==> config.mk <==
export PLATFORM = sky130hd
export DESIGN_NAME = dds_spi_regs
export DESIGN_NICKNAME = d
export VERILOG_FILES = /design/src/rtl/dds_pkg.sv /design/src/rtl/dds_spi_frame_rx.sv /design/src/rtl/dds_spi_regs.sv
export SDC_FILE = /design/constraint.sdc
export NUM_CORES = 1
export LEC_CHECK = 0
export CAP_MARGIN = 20
export CORE_MARGIN = 4
export CORE_UTILIZATION = 50
export CTS_CLUSTER_DIAMETER = 30
export DETAILED_ROUTE_END_ITERATION = 16
export DONT_BUFFER_PORTS = 1
export GPL_TIMING_DRIVEN = 0
export MAX_ROUTING_LAYER = met4
export PLACE_DENSITY = 0.68
export RECOVER_POWER = 50
export SLEW_MARGIN = 30
export SYNTH_ARGS = -nofsm -noshare
export SYNTH_HDL_FRONTEND = slang
export SYNTH_SLANG_ARGS = --single-unit
==> constraint.sdc <==
create_clock -name clk -period 1.82 [get_ports clk]
set_input_delay 0.182 -clock clk [delete_from_list [all_inputs] [get_ports clk]]
set_output_delay 0.182 -clock clk [all_outputs]
set_load 0.02 [all_outputs]
==> src/rtl/dds_pkg.sv <==
`default_nettype none
// ============================================================================
// Module      : dds_pkg
// Description : Shared constants and FSM state encoding for the DDS SPI
//               register block (frame size, address map, receiver states).
// Revision    : 1.0 - initial release
// ============================================================================
package dds_pkg;

  // SPI write frame length in bits: [23:20] address, [19:16] reserved,
  // [15:0] data.
  localparam int FRAME_BITS = 24;

  // Register address map.
  localparam logic [3:0] ADDR_FREQ0_LO = 4'd0;
  localparam logic [3:0] ADDR_FREQ0_HI = 4'd1;
  localparam logic [3:0] ADDR_FREQ1_LO = 4'd2;
  localparam logic [3:0] ADDR_FREQ1_HI = 4'd3;
  localparam logic [3:0] ADDR_PHASE0   = 4'd4;
  localparam logic [3:0] ADDR_PHASE1   = 4'd5;

  // Frame receiver state encoding.
  typedef logic [1:0] spi_state_t;
  localparam spi_state_t ST_IDLE  = 2'd0;
  localparam spi_state_t ST_SHIFT = 2'd1;
  localparam spi_state_t ST_HOLD  = 2'd2;

endpackage
`default_nettype wire

==> src/rtl/dds_spi_frame_rx.sv <==
`default_nettype none
// ============================================================================
// Module      : dds_spi_frame_rx
// Description : SPI mode-0 write-frame receiver. Detects SCLK rises, shifts
//               MOSI MSB-first into a 24-bit register, flags complete frames
//               and rejects short or overrun frames.
// Revision    : 1.0 - initial release
// ============================================================================
module dds_spi_frame_rx
  import dds_pkg::*;
(
  input  logic                  clk,
  input  logic                  rst_n,
  input  logic                  spi_clock,
  input  logic                  spi_cs_n,
  input  logic                  spi_mosi,
  output logic                  frame_done,
  output logic [FRAME_BITS-1:0] frame_data,
  output logic                  frame_err
);

  localparam logic [4:0] LAST_BIT  = 5'(FRAME_BITS - 1);
  localparam logic [4:0] FULL_CNT  = 5'(FRAME_BITS);

  logic                  sclk_q;
  logic                  sclk_rise;
  spi_state_t            state;
  logic [4:0]            bit_cnt;
  logic [FRAME_BITS-1:0] shreg;
  logic                  overrun;

  assign sclk_rise  = spi_clock & ~sclk_q;
  // shreg only moves in SHIFT, so it is stable while the parent commits it.
  assign frame_data = shreg;

  // Delay SCLK one cycle for rising-edge detection.
  always_ff @(posedge clk) begin
    if (!rst_n) begin
      sclk_q <= 1'b0;
    end else begin
      sclk_q <= spi_clock;
    end
  end

  // Frame FSM: chip-select framing, bit shifting, completion and error flags.
  always_ff @(posedge clk) begin
    if (!rst_n) begin
      state      <= ST_IDLE;
      bit_cnt    <= '0;
      shreg      <= '0;
      overrun    <= 1'b0;
      frame_done <= 1'b0;
      frame_err  <= 1'b0;
    end else begin
      frame_done <= 1'b0;
      frame_err  <= 1'b0;
      if (spi_cs_n) begin
        // Deselect wins over any SCLK rise seen in the same cycle.
        state   <= ST_IDLE;
        overrun <= 1'b0;
        if (state == ST_SHIFT && bit_cnt < FULL_CNT) begin
          frame_err <= 1'b1;
        end
        if (state == ST_HOLD && overrun) begin
          frame_err <= 1'b1;
        end
      end else begin
        case (state)
          ST_IDLE: begin
            state   <= ST_SHIFT;
            bit_cnt <= '0;
            overrun <= 1'b0;
          end
          ST_SHIFT: begin
            if (sclk_rise) begin
              shreg   <= {shreg[FRAME_BITS-2:0], spi_mosi};
              bit_cnt <= bit_cnt + 5'd1;
              if (bit_cnt == LAST_BIT) begin
                state      <= ST_HOLD;
                frame_done <= 1'b1;
              end
            end
          end
          ST_HOLD: begin
            if (sclk_rise) begin
              overrun <= 1'b1;
            end
          end
          default: begin
            state <= ST_IDLE;
          end
        endcase
      end
    end
  end

endmodule
`default_nettype wire

==> src/rtl/dds_spi_regs.sv <==
`default_nettype none
// ============================================================================
// Module      : dds_spi_regs
// Description : DDS tuning register file written over SPI. Holds two
//               frequency words (committed atomically via LO staging) and two
//               phase offsets, and drives the selected pair to the DDS core.
// Revision    : 1.0 - initial release
// ============================================================================
module dds_spi_regs
  import dds_pkg::*;
#(
  parameter int FREQ_WIDTH  = 32,
  parameter int PHASE_WIDTH = 12
) (
  input  logic                   clk,
  input  logic                   rst_n,
  input  logic                   spi_clock,
  input  logic                   spi_cs_n,
  input  logic                   spi_mosi,
  input  logic                   fselect,
  input  logic                   pselect,
  output logic [FREQ_WIDTH-1:0]  freq_word,
  output logic [PHASE_WIDTH-1:0] phase_offset,
  output logic                   wr_strobe,
  output logic                   frame_err
);

  logic                   frame_done;
  logic [FRAME_BITS-1:0]  frame_data;
  logic                   rx_frame_err;
  logic [3:0]             addr;
  logic [15:0]            data;
  logic                   addr_valid;
  logic                   unused_reserved;

  logic [FREQ_WIDTH-1:0]  freq0;
  logic [FREQ_WIDTH-1:0]  freq1;
  logic [15:0]            lo_stage0;
  logic [15:0]            lo_stage1;
  logic [PHASE_WIDTH-1:0] phase0;
  logic [PHASE_WIDTH-1:0] phase1;

  dds_spi_frame_rx u_frame_rx (
    .clk        (clk),
    .rst_n      (rst_n),
    .spi_clock  (spi_clock),
    .spi_cs_n   (spi_cs_n),
    .spi_mosi   (spi_mosi),
    .frame_done (frame_done),
    .frame_data (frame_data),
    .frame_err  (rx_frame_err)
  );

  assign addr            = frame_data[23:20];
  assign data            = frame_data[15:0];
  assign addr_valid      = (addr <= ADDR_PHASE1);
  // Reserved frame bits carry no meaning.
  assign unused_reserved = ^frame_data[19:16];

  // Commit a received frame into the register file; flag rejected frames.
  always_ff @(posedge clk) begin
    if (!rst_n) begin
      freq0     <= '0;
      freq1     <= '0;
      lo_stage0 <= '0;
      lo_stage1 <= '0;
      phase0    <= '0;
      phase1    <= '0;
      wr_strobe <= 1'b0;
      frame_err <= 1'b0;
    end else begin
      wr_strobe <= frame_done & addr_valid;
      frame_err <= rx_frame_err | (frame_done & ~addr_valid);
      if (frame_done) begin
        case (addr)
          ADDR_FREQ0_LO: lo_stage0 <= data;
          // Whole word updates in one cycle so the accumulator never sees a
          // half-written tuning word.
          ADDR_FREQ0_HI: freq0     <= {data[FREQ_WIDTH-17:0], lo_stage0};
          ADDR_FREQ1_LO: lo_stage1 <= data;
          ADDR_FREQ1_HI: freq1     <= {data[FREQ_WIDTH-17:0], lo_stage1};
          ADDR_PHASE0:   phase0    <= data[PHASE_WIDTH-1:0];
          ADDR_PHASE1:   phase1    <= data[PHASE_WIDTH-1:0];
          default: ;
        endcase
      end
    end
  end

  // Register the selected frequency and phase toward the DDS core.
  always_ff @(posedge clk) begin
    if (!rst_n) begin
      freq_word    <= '0;
      phase_offset <= '0;
    end else begin
      freq_word    <= fselect ? freq1 : freq0;
      phase_offset <= pselect ? phase1 : phase0;
    end
  end

endmodule
`default_nettype wire
After elaboration in Yosys (flattened, before gate mapping):

Cells that the tools add are included.

* add/sub/neg operators: 1
* multiplexer cells: 12
* bitwise logic cells: 11
* equality and inequality tests: 11
* reductions and logical operators: 19
* $lt $le $gt $ge: 2

Operators by type and width (count)
* 32-bit 2-to-1 mux: 1
* 2-bit AND reduction: 8
* 12-bit 2-to-1 mux: 1
* 5-bit one-hot mux with 2 select lines: 1
* 3-bit AND reduction: 3
* 4-bit by 2-bit equality test with 1-bit output, second input constant: 2
* 4-bit by 3-bit equality test with 1-bit output, second input constant: 2
* 1-bit inverter: 7
* 2-bit one-hot mux with 3 select lines: 1
* 5-bit by 1-bit adder with 5-bit output, second input constant: 1
* 5-bit equality test, second input constant: 1
* 5-bit less-than comparator, second input constant: 1
* 5-bit 2-to-1 mux: 1
* 4-bit by 1-bit equality test with 1-bit output, second input constant: 1
* 4-bit by 3-bit <= comparator with 1-bit output, second input constant: 1
* 4-bit zero test: 1
* 1-bit 2-to-1 mux: 4
* 2-bit 2-to-1 mux: 2
* 2-bit by 1-bit inequality test with 1-bit output, second input constant: 2
* 2-bit nonzero test: 2
* 4-bit OR reduction: 1
* 1-bit AND: 3
* 2-bit by 1-bit equality test with 1-bit output, second input constant: 1
* 2-bit equality test, second input constant: 1
* other kinds (6): 7

* register bits: 201
* input bits: 7
* word-level logic and storage cells: 73
* output and inout port bits: 46

Longest topological paths before layout:

Gate-level depths: netlist of run 1.

* depth in word-level cells: 4
* depth in mapped cells: 7
* depth with buffers taken out: 5

By module:

Synthesis of run 1 repeated with hierarchy kept, for this count alone.

* cells, all modules: 724
* area, all modules: 7534.7 µm²

Modules (own cells, without submodules)
* dds_spi_regs: times used 1, area each 6088.3 µm², sequential area each 3323.2 µm², cells each 562
* dds_spi_frame_rx: times used 1, area each 1446.4 µm², sequential area each 700.7 µm², cells each 162

Worst setup path before layout of run 1:

OpenSTA, ideal clock, no wires.

* path type: register -> register
* from: register u_frame_rx.bit_cnt[0]
* to: register u_frame_rx.state[1]
* arrival time: 1451 ps
* path slack: 307 ps
* path buffers: 0
* cell stages (with the launch flop): 6
* required time: 1758 ps
* library setup time: 62 ps
* clock period less this slack: 1513 ps
* cell sequence: dfxtp_1 ha_1 nand3_2 or4b_4 mux2_2 nor2_2

* longest elaborated chain between the ends: 3

RTL lines
* from (decl): line dds_spi_frame_rx.sv:28 `logic [4:0] bit_cnt;`
* from (signal assigned): line dds_spi_frame_rx.sv:77 `bit_cnt <= bit_cnt + 5'd1;`
* 5-bit equality test: line dds_spi_frame_rx.sv:78 `if (bit_cnt == LAST_BIT) begin`
* 2-bit inequality test (no source line)
* 3-bit AND reduction (no source line)
* to (signal assigned): line dds_spi_frame_rx.sv:70 `state <= ST_SHIFT;`
* to (signal assigned): line dds_spi_frame_rx.sv:79 `state <= ST_HOLD;`
* to (signal assigned): line dds_spi_frame_rx.sv:90 `state <= ST_IDLE;`
* to (decl): line dds_spi_frame_rx.sv:27 `spi_state_t state;`

No other way between the ends.
A chain may end at the register's enable or synchronous reset.

Final worst setup path of run 1:

* from: register u_frame_rx.shreg[21] (netlist: u_frame_rx.frame_data[21])
* to: register freq0[23]

* longest elaborated chain between the ends: 2

RTL lines
* from (decl): line dds_spi_frame_rx.sv:29 `logic [FRAME_BITS-1:0] shreg;`
* from (signal assigned): line dds_spi_frame_rx.sv:76 `shreg <= {shreg[FRAME_BITS-2:0], spi_mosi};`
* 4-bit by 1-bit equality test with 1-bit output: line dds_spi_regs.sv:75 `case (addr)`
* 2-bit AND reduction (no source line)
* to (signal assigned): line dds_spi_regs.sv:79 `ADDR_FREQ0_HI: freq0 <= {data[FREQ_WIDTH-17:0], lo_stage0};`
* to (decl): line dds_spi_regs.sv:36 `logic [FREQ_WIDTH-1:0] freq0;`

No other way between the ends.

==> impl_results.md, run 1 <==
- Setup Skew: 0.0174 ns
- Largest net degree at the start of global routing: 12
- Maximum clock frequency: 578 MHz
- Routed via count: 5624
- PortBufs: 0
- Routed Antenna Nets: 0
- Max-cap check violation count: 0
- Clock network power share: 60.4%
- Rel. slew slack: 46.8%
- Int Power: 9.40 mW
- CTS tree: done
- Avg Synthesized Cell Area: 9.36 um^2
- Unrepaired setup endpoints after global routing: false
- Starting Density: 50.9%
- Hpwl dp: 11800 um
- Hold Path Class: primary input to flop
- Worst path slowest cell: nor3_2
- # IOs: 53
- Fin crit share: 95.0%
- Buffers and inverters on the worst path: 2
- Worst skew pair latency: 0.51 ns
- Share of cells above drive strength 1: 11.2%
- Area of the multi-input gates: 3330 um^2
- All-Layer GR Usage: 20.7%
- Ant diodes: 0
- Initial antenna violation count: 0
- Slew Limit Fails: 0
- Cell Area, Synth: 7710 um^2
- Avg Vias per Cell: 5.19
- Core area: 15100 um^2
- # fillers: 1250
- P_leak: 3.34 nW
- YS warnings: 0
- Rows: 45
- Gr ovfl total: 0
- Critical path endpoint category: flop
- Clock period minus worst slack: 1.73 ns
- Global-route wire length before repair: 28400 um
- Worst r2r src: u_frame_rx.frame_data[21]
- Final net count: 876
- Most frequent cells in the layout: 242 x nand2_1, 201 x dfxtp_1, 95 x a21boi_0
- Max Root-Sink Buffers: 3
- Die Y: 132 um
- Post-Syn Instances: 824
- Peak VDD IR: 0.715 mV
- Switch Pwr: 2.34 mW
- Flop pwr share: 37.7%
- R2R depth: 6
- Critical Path Start Type: flop
- Hold depth: 2
- Area delta synth->final: 20.5%
- Hold violation count in the final report: 0
- Sw Share: 19.9%
- GPL Wtd Cong: 0.845
- Maximum fanout along the worst path: 10
- Flops & latches, synth: 201
- Setup CP Type: flop to flop
- Clk root buf: clkbuf_16
- Clock Sinks: 201
- Status: completed
- Seq/Total Area, Yosys: 52.2%
- CP cell instances: buf_2 > nand3b_1 > nor3_2 > buf_2 > nand2_1 > a21boi_0
- Top delay family on crit path: simple AND/OR/NAND/NOR gates
- WP data arrival: 2.14 ns
- Tot Pwr: 11.7 mW
- Worst hold endpoint: lo_stage0[5]
- TNS Setup: 0 ns
- Synth unique cells: 43
- Worst-path clk slew: 0.05 ns
- Commonest non-fill, non-tap cell in the layout: nand2_1
- Share of the synthesized area in the top cell type: 52.2%
- CP most frequent cell: buf_2
- R2r endpoint: freq0[23]
- Min-delay src: rst_n
- FF+latch area: 4020 um^2
- Setup violators final: 0
- Power per cell area: 1260 nW/um^2
- Slew @ Worst Pin: 0.799 ns
- Synth area leaders: dfxtp_1 52%, nand2_1 12%, a21boi_0 9.2%, mux2i_1 9.0%, nor2b_1 5.7%
- CTS buffer count: 37
- DR iter-0 viols: 365
- Synth area leader: dfxtp_1
- Reg2reg setup slack: 0.09 ns
- DRT Wirelength: 17700 um
- Slowest cell delay on critical path: 0.34 ns
- 1st-pass router iterations: 5
- Die area: 17500 um^2
- Die width: 132 um
- WL/cell: 16.4 um
- DRC viols: 0
- H-tree depth: 2
- CP required: 2.23 ns
- Synthesized net count: 832
- Vias in the first global route: 5637
- Combinational power share: 2.0%
-- state kept, by name, summed over array words and instances (netlist names), 2 cells and up --
signal and count:
u_frame_rx.bit_cnt 5, lo_stage0 16, phase_offset 12, phase0 12, freq1 32, lo_stage1 16
freq_word 32, u_frame_rx.state 2, freq0 32, phase1 12, u_frame_rx.frame_data 24
-- area by class of cell --
type | count | share of cell area (%)
buffer | 68 | 3.61
clock buffer | 49 | 11.7
clock inverter | 17 | 2.49
inverter | 2 | 0.0808
multi-input combinational | 553 | 35.8
sequential | 201 | 43.3
tap | 188 | 2.53
timing repair buffer | 5 | 0.539
-- repair_timing --
| item | in CTS | in global routing |
|---|---|---|
| hold buffers | 5 | 0 |
| gates resized for setup | 0 | 4 |
| setup endpoints to repair | 0 | 4 |
| setup buffers | 0 | 0 |
| hold endpoints to repair | 16 | 0 |
-- kinds of logic after synthesis --
logic type      Yosys count  synth area share (%)
simple gates            349                  21.1
mux                      70                  9.10
xor+xnor                  2                 0.227
compound gates          131                  12.8
fa+ha+maj                 1                 0.162
buf+inv                  70                  4.48
flops                   201                  52.2
-- Yosys cell counts --
cell type,number
a211oi_1,1
nand2b_4,1
nor3b_1,1
ha_1,1
o31ai_1,1
nand3_2,1
nor2_2,2
nand2b_1,3
nor3_1,2
a21boi_0,95
o21a_1,1
nand3_1,2
xnor2_1,2
a21boi_1,26
buf_2,18
a31oi_1,1
nand3b_1,1
buf_6,6
nor3b_4,1
and4_1,1
clkbuf_1,40
nor3_2,2
dfxtp_1,201
nand2_1,242
a211oi_2,1
inv_1,2
mux2_2,1
nor2_1,8
a2111oi_0,2
a31o_2,1
nand3b_4,1
nor2b_1,70
mux2i_1,69
buf_4,4
and2_1,2
nand4b_1,2
and4b_1,1
or3_1,2
nand4_1,1
or4b_4,1
a21oi_1,2
nor3b_2,1
and3_1,1
-- per-stage QoR --
step                      hold slack, ns  setup WS, ns  instances  utilization, %  cell area [um^2]
after floorplan                    0.296         0.307        824               -              7710
after global placement             0.308         0.233       1012            52.5              7950
after detailed placement           0.308         0.176       1012            52.5              7950
after CTS                         0.0619         0.137       1083            61.5              9310
after global routing              0.0803        0.0220       1083            61.4              9290
final                             0.0652        0.0905       1083            61.4              9290
-- metal layers --
layer / vias up / GRT usage [%] / wire length, um
met1: 2651 / 24.3 / 7760
li1: 2790 / - / -
met2: 138 / 34.9 / 8640
met4: 0 / 8.55 / 502
met5: - / - / 0
met3: 45 / 3.89 / 810
-- how the worst max path moves through the flow --
stage	startpoint	end	slack, ns	depth (start not counted)
3_3_place_gp	u_frame_rx.frame_data[23]	freq1[9]	0.23	5
4_1_cts	u_frame_rx.frame_data[23]	freq1[11]	0.14	5
2_1_floorplan	u_frame_rx.bit_cnt[0]	u_frame_rx.state[1]	0.31	5
6_report	u_frame_rx.frame_data[21]	freq0[23]	0.09	6
5_1_grt	u_frame_rx.frame_data[21]	freq0[27]	0.02	6
3_5_place_dp	u_frame_rx.frame_data[23]	lo_stage1[0]	0.18	5
-- power by group through the flow --
stage / Clock (mW) / Sequential (mW) / Combinational [mW]
finish: 7.08 / 4.42 / 0.233
global route: 7.41 / 4.41 / 0.248
CTS: 7.16 / 4.42 / 0.234
detailed placement: 0 / 4.50 / 0.219
global placement: 0 / 4.50 / 0.216
floorplan: 0 / 4.50 / 0.164
-- worst reg2reg max path, cell delays in order (launching register included) --
cell and delay (ns):
dfxtp_1 0.29, buf_2 0.16, nand3b_1 0.25, nor3_2 0.34, buf_2 0.31, nand2_1 0.08, a21boi_0 0.22
No activity file was read; power rests on OpenSTA's default activity.
==> run 2, diff against run 1 <==
==> constraint.sdc (replaced) <==
create_clock -name clk -period 1.82 [get_ports clk]
set_input_delay 0.364 -clock clk [delete_from_list [all_inputs] [get_ports clk]]
set_output_delay 0.364 -clock clk [all_outputs]
set_load 0.02 [all_outputs]
==> run 2 against run 1 <==
Combinational power down 4%. Highest routed layer unchanged. Maximum frequency grew 1.7%. Setup slack gained 0.030 ns. Non-clock buffer count down 2. Clock power is essentially flat. Global-route usage fell by 0.10 points. Cell count decreased by 0.18%. Critical path depth up 1. Clock skew down 0.00073 ns.
==> impl_results.md, run 2 (same netlist as run 1, synthesis figures left out) <==
- Setup Skew: 0.0167 ns (-0.000733 ns)
- Share of cells above drive strength 1: 11.2% (+0.025 points)
- WP data arrival: 2.07 ns (-0.07 ns)
- # IOs: 53 (unchanged)
- Post-CTS setup buffer count: 0 (unchanged)
- Routed Antenna Nets: 0 (unchanged)
- Max Root-Sink Buffers: 3 (unchanged)
- DR iter-0 viols: 348 (-4.7%)
- Unrepaired setup endpoints after global routing: false
- Clock Sinks: 201 (unchanged)
- Setup ws final: 0.120 ns (+0.0296 ns)
- Buffers and inverters on the worst path: 3 (+1)
- DP Worst Slack: 0.171 ns (-0.00505 ns)
- Max-cap check violation count: 0 (unchanged)
- Die width: 132 um (unchanged)
- # fillers: 1251 (+0.080%)
- GPL Wtd Cong: 0.845 (unchanged)
- Critical path endpoint category: flop
- Top delay family on crit path: simple AND/OR/NAND/NOR gates
- Fin crit share: 93.4% (-1.6 points)
- Critical Path Start Type: flop
- Maximum fanout along the worst path: 10 (unchanged)
- Largest net degree at the start of global routing: 12 (unchanged)
- CTS buffer count: 37 (unchanged)
- CTS tree: done
- Global-route wire length before repair: 28300 um (-0.41%)
- Worst-path clk slew: 0.05 ns (about the same)
- Ant diodes: 0 (unchanged)
- Die area: 17500 um^2 (unchanged)
- Hpwl dp: 11800 um (unchanged)
- Rows: 45 (unchanged)
- Area delta synth->final: 20.2%
- P_leak: 3.34 nW (-0.25%)
- Most frequent cells in the layout: 242 x nand2_1, 201 x dfxtp_1, 95 x a21boi_0
- Worst path slowest cell: or3_1
- Design Area, Final: 9270 um^2 (-0.22%)
- Routed via count: 5571 (-0.94%)
- Routing usage on met3: 3.78% (-0.11 points)
- Peak VDD IR: 0.716 mV (+0.20%)
- Status: completed
- Commonest non-fill, non-tap cell in the layout: nand2_1
- Avg Vias per Cell: 5.15 (-0.76%)
- Slew Limit Fails: 0 (unchanged)
- Most used routing layer: met2
- Setup violators final: 0 (unchanged)
- Die Y: 132 um (unchanged)
- Slew @ Worst Pin: 0.799 ns (-0.000171 ns)
- CP required: 2.19 ns (-0.04 ns)
- WL/cell: 16.3 um (-0.30%)
- Final net count: 874 (-0.23%)
- TNS Setup: 0 ns (unchanged)
- Cell Area, Placed: 7950 um^2 (unchanged)
- H-tree depth: 2 (unchanged)
- Initial antenna violation count: 0 (unchanged)
- GR met2 Demand/Resource: 34.7% (-0.29 points)
- All-Layer GR Usage: 20.6% (-0.10 points)
- CP cell instances: buf_2 > nand3b_1 > or3_1 > clkbuf_1 > buf_6 > nand2_1 > a21boi_0
- Clock period minus worst slack: 1.70 ns (-0.0296 ns)
- Setup CP Type: flop to flop
- Vias in the first global route: 5603 (-0.60%)
- Rel. slew slack: 46.8% (about the same)
- Maximum clock frequency: 588 MHz (+1.7%)
- Core area: 15100 um^2 (unchanged)
- Starting Density: 50.9% (unchanged)
- Slowest cell delay on critical path: 0.34 ns (about the same)
- Worst skew pair latency: 0.51 ns (about the same)
- DRC viols: 0 (unchanged)
- Met1 Track Usage GR: 24.3% (about the same)
- Power per cell area: 1260 nW/um^2 (+0.11%)
- PortBufs: 0 (unchanged)
- Clk root buf: clkbuf_16
- Hold slack: 0.0504 ns (-0.0149 ns)
- 1st-pass router iterations: 4 (-1)
- Gr ovfl total: 0 (unchanged)
- DRT Wirelength: 17600 um (-0.49%)
- Hold violation count in the final report: 0 (unchanged)
- Top Registers: freq0: 32 flops, freq1: 32 flops, freq_word: 32 flops
- Hold Path Class: primary input to flop
[run 2: cell types whose count changed in the layout (fill, tap and decap cells not counted), sizes merged]
cell,change
dlygate4sd3,-2
[run 2: stage by stage]
step	cells	util, %	power [mW]
2_1_floorplan	824	-	4.67
5_1_grt	1081	61.2	12.1
6_report	1081	61.2	11.7
3_3_place_gp	1012	52.5	4.72
3_5_place_dp	1012	52.5	4.72
4_1_cts	1081	61.4	11.8
[run 2: repair_timing]
item                       CTS  global route
setup endpoints to repair    0             4
resized for setup            0             4
hold buffers                 3             0
hold endpoints to repair     3             0
[run 2: area by class of cell]
cell class / count / area, um^2 / share of cell area [%]
Timing Repair Buffer: 3 / 30.0 / 0.324
Clock buffer: 49 / 1080 / 11.7
Sequential cell: 201 / 4020 / 43.4
Clock inverter: 17 / 231 / 2.50
Inverter: 2 / 7.51 / 0.0810
Tap cell: 188 / 235 / 2.54
Buffer: 68 / 335 / 3.62
Multi-Input combinational cell: 553 / 3330 / 35.9
[run 2: worst paths after layout]
| kind | endpoint | depth (start not counted) | startpoint | slack [ns] |
|---|---|---|---|---|
| setup / recovery | freq0[17] | 7 | u_frame_rx.frame_data[21] | 0.12 |
| hold reg to reg | frame_err | 1 | u_frame_rx.frame_err | 0.43 |
| setup reg to reg | freq0[17] | 7 | u_frame_rx.frame_data[21] | 0.12 |
| hold / removal | phase_offset[0] | 2 | pselect | 0.05 |
[run 2: metal layers]
| metal | routed length [um] | vias to the layer above |
|---|---|---|
| met5 | 0 | - |
| met4 | 400 | 0 |
| met3 | 956 | 36 |
| met2 | 8700 | 123 |
| met1 | 7580 | 2624 |
| li1 | - | 2788 |
[run 2: report_power, final]
| group | switching [mW] | total, mW | internal (mW) | leakage, nW |
|---|---|---|---|---|
| registers | 0.00305 | 4.42 | 4.42 | 1.62 |
| clock network | 2.20 | 7.08 | 4.88 | 0.638 |
| logic | 0.123 | 0.224 | 0.101 | 1.08 |
==> run 3, diff against run 2 <==
--- a/config.mk
+++ b/config.mk
@@ -13,7 +13,7 @@
 export DONT_BUFFER_PORTS = 1
 export GPL_TIMING_DRIVEN = 0
 export MAX_ROUTING_LAYER = met4
-export PLACE_DENSITY = 0.68
+export PLACE_DENSITY = 0.71
 export RECOVER_POWER = 50
 export SLEW_MARGIN = 30
 export SYNTH_ARGS = -nofsm -noshare
==> constraint.sdc (replaced) <==
create_clock -name clk -period 1.5 [get_ports clk]
set_input_delay 0.3 -clock clk [delete_from_list [all_inputs] [get_ports clk]]
set_output_delay 0.3 -clock clk [all_outputs]
set_load 0.02 [all_outputs]
==> run 3 against run 2 <==
Worst hold slack got worse by 0.042 ns. Sequential share of layout area fell by 1.0 points. Design area rose by 3.0%. Clock skew rose by 0.0016 ns. Routed wire length fell by 0.39%. Die area did not move. First-iteration DRC count fell by 22%. Cell count rose by 1.0%. Clock-buffer cell count fell by 3. Setup slack got worse by 0.097 ns. Non-clock buffer count rose by 9. Largest cell class unchanged. Critical endpoint is now u_frame_rx.state[1].
==> impl_results.md, run 3 (same netlist as run 1, synthesis figures left out) <==
- Slowest cell delay on critical path: 0.49 ns (+0.15 ns)
- R2R depth: 5 (-2)
- Worst r2r src: u_frame_rx.bit_cnt[0]
- Worst skew pair latency: 0.52 ns (about the same)
- Area delta synth->final: 23.8%
- Starting Density: 50.9% (unchanged)
- Critical Path Start Type: flop
- Maximum fanout along the worst path: 3 (-7)
- Clock period minus worst slack: 1.48 ns (-0.223 ns)
- Setup ws final: 0.0230 ns (-0.0971 ns)
- 1st-pass router iterations: 5 (+1)
- CP cell instances: ha_4 > nand3_2 > or4b_4 > mux2_2 > nor2_2
- Power per cell area: 1530 nW/um^2 (+21%)
- # IOs: 53 (unchanged)
- Initial antenna violation count: 0 (unchanged)
- Hold violation count in the final report: 0 (unchanged)
- Die area: 17500 um^2 (unchanged)
- DR iter-0 viols: 273 (-22%)
- Global-route wire length before repair: 28300 um (unchanged)
- Routed via count: 5587 (+0.29%)
- Maximum clock frequency: 677 MHz (+15%)
- Status: completed
- Hold Path Class: primary input to flop
- P_leak: 3.49 nW (+4.7%)
- All-Layer GR Usage: 20.4% (-0.16 points)
- WP data arrival: 1.92 ns (-0.15 ns)
- Reg2reg setup slack: 0.02 ns (-0.10 ns)
- Clk root buf: clkbuf_16
- Die width: 132 um (unchanged)
- Most frequent cells in the layout: 242 x nand2_1, 193 x dfxtp_1, 87 x a21boi_0
- Worst path slowest cell: or4b_4
- Hold slack: 0.00860 ns (-0.0418 ns)
- Commonest non-fill, non-tap cell in the layout: nand2_1
- FF+latch area: 4050 um^2 (+0.56%)
- WL/cell: 16.1 um (-1.4%)
- Max Root-Sink Buffers: 3 (unchanged)
- Rows: 45 (unchanged)
- Tot Pwr: 14.6 mW (+24%)
- Top Registers: freq0: 32 flops, freq1: 32 flops, freq_word: 32 flops
- # fillers: 1260 (+0.72%)
- Worst-path clk slew: 0.04 ns (about the same)
- Hpwl dp: 11200 um (-5.3%)
- CP required: 1.94 ns (-0.25 ns)
- Final net count: 885 (+1.3%)
- PortBufs: 0 (unchanged)
- Max-cap check violation count: 0 (unchanged)
- Min-delay src: pselect
- DP Worst Slack: -0.155 ns (-0.326 ns)
- DRT Wirelength: 17600 um (-0.39%)
- Hold depth: 2 (unchanged)
- Ant diodes: 0 (unchanged)
- Rel. slew slack: 50.6% (+3.8 points)
- Die Y: 132 um (unchanged)
- Vias in the first global route: 5545 (-1.0%)
- CTS tree: done
- Routed Antenna Nets: 0 (unchanged)
- Core area: 15100 um^2 (unchanged)
- Gr ovfl total: 0 (unchanged)
- TNS Setup: 0 ns (unchanged)
- DRC viols: 0 (unchanged)
- Worst hold endpoint: phase_offset[0]
- Fin crit share: 98.5% (+5.1 points)
- GPL Wtd Cong: 0.821 (-2.9%)
- Peak VDD IR: 0.816 mV (+14%)
- Slew @ Worst Pin: 0.741 ns (-0.0576 ns)
- R2r endpoint: u_frame_rx.state[1]
- Setup violators final: 0 (unchanged)
- CTS buffer count: 39 (+5.4%)
- Area of the multi-input gates: 3400 um^2 (+2.2%)
- Share of cells above drive strength 1: 14.5% (+3.3 points)
- Setup CP Type: flop to flop
- H-tree depth: 2 (unchanged)
- Critical path endpoint category: flop
- Largest net degree at the start of global routing: 11 (-1)
- Unrepaired setup endpoints after global routing: true
- Avg Vias per Cell: 5.12 (-0.72%)
- Slew Limit Fails: 0 (unchanged)
- Clock Sinks: 201 (unchanged)
- Setup Skew: 0.0183 ns (+0.00160 ns)
-- run 3: changes by cell type in the layout (fill, tap and decap cells not counted), sizes merged --
cell         previous run  this run
clkinv                  6        10
dlygate4sd3             3         4
clkbuf                 93        88
clkinvlp                4         2
buf                    24        34
bufinv                  5         7
inv                     4         5
-- run 3: how the worst max path moves through the flow --
| stage | start | to | slack (ns) |
|---|---|---|---|
| floorplan | u_frame_rx.bit_cnt[1] | u_frame_rx.state[1] | 0.02 |
| global placement | u_frame_rx.frame_done | lo_stage0[14] | -0.12 |
| detailed placement | rst_n | freq_word[0] | -0.15 |
| CTS | u_frame_rx.bit_cnt[0] | u_frame_rx.state[1] | 0.003 |
| global route | u_frame_rx.frame_done | lo_stage0[12] | -0.03 |
| finish | u_frame_rx.bit_cnt[0] | u_frame_rx.state[1] | 0.02 |
-- run 3: cell type report --
type / count / area share (%)
flip-flops and latches: 201 / 42.4
clock inverters: 22 / 3.28
inverters: 2 / 0.0786
repair buffers: 14 / 1.21
well taps: 188 / 2.46
clock buffers: 46 / 11.0
multi-input cells: 553 / 35.6
plain buffers: 66 / 4.01
-- run 3: repair_timing --
action,CTS,global route
buffers inserted,2,7
gates cloned,0,1
endpoints found under the setup margin,103,90
pin swaps,2,3
hold endpoints to repair,4,2
gates resized for setup,23,36
hold buffers,3,1
-- run 3: worst max-delay path, delay by kind of cell (launching register included) --
family                     cells  cell delay [ns]
DFF                            1             0.36
muxes                          1             0.29
and+or+nand+nor                3             0.63
adders and majority gates      1             0.14
-- run 3: stage by stage --
| step | util [%] | cells | cell area [um^2] |
|---|---|---|---|
| final | 63.1 | 1092 | 9550 |
| after CTS | 62.2 | 1084 | 9420 |
| after global placement | 52.5 | 1012 | 7950 |
| after detailed placement | 52.5 | 1012 | 7950 |
| after global routing | 63.1 | 1092 | 9550 |
| after floorplan | - | 824 | 7720 |
-- run 3: per-layer routing --
metal / share of wire, % / track usage, %
met1: 46 / 25.7
met2: 47 / 32.6
met3: 5.5 / 4.89
met4: 2.1 / 6.70
met5: 0 / -
-- run 3: report_power, final --
part | internal [mW] | switching (mW) | total (mW)
registers | 5.35 | 0.00448 | 5.36
clock network | 6.19 | 2.75 | 8.94
logic | 0.132 | 0.160 | 0.292
total | 11.7 | 2.92 | 14.6
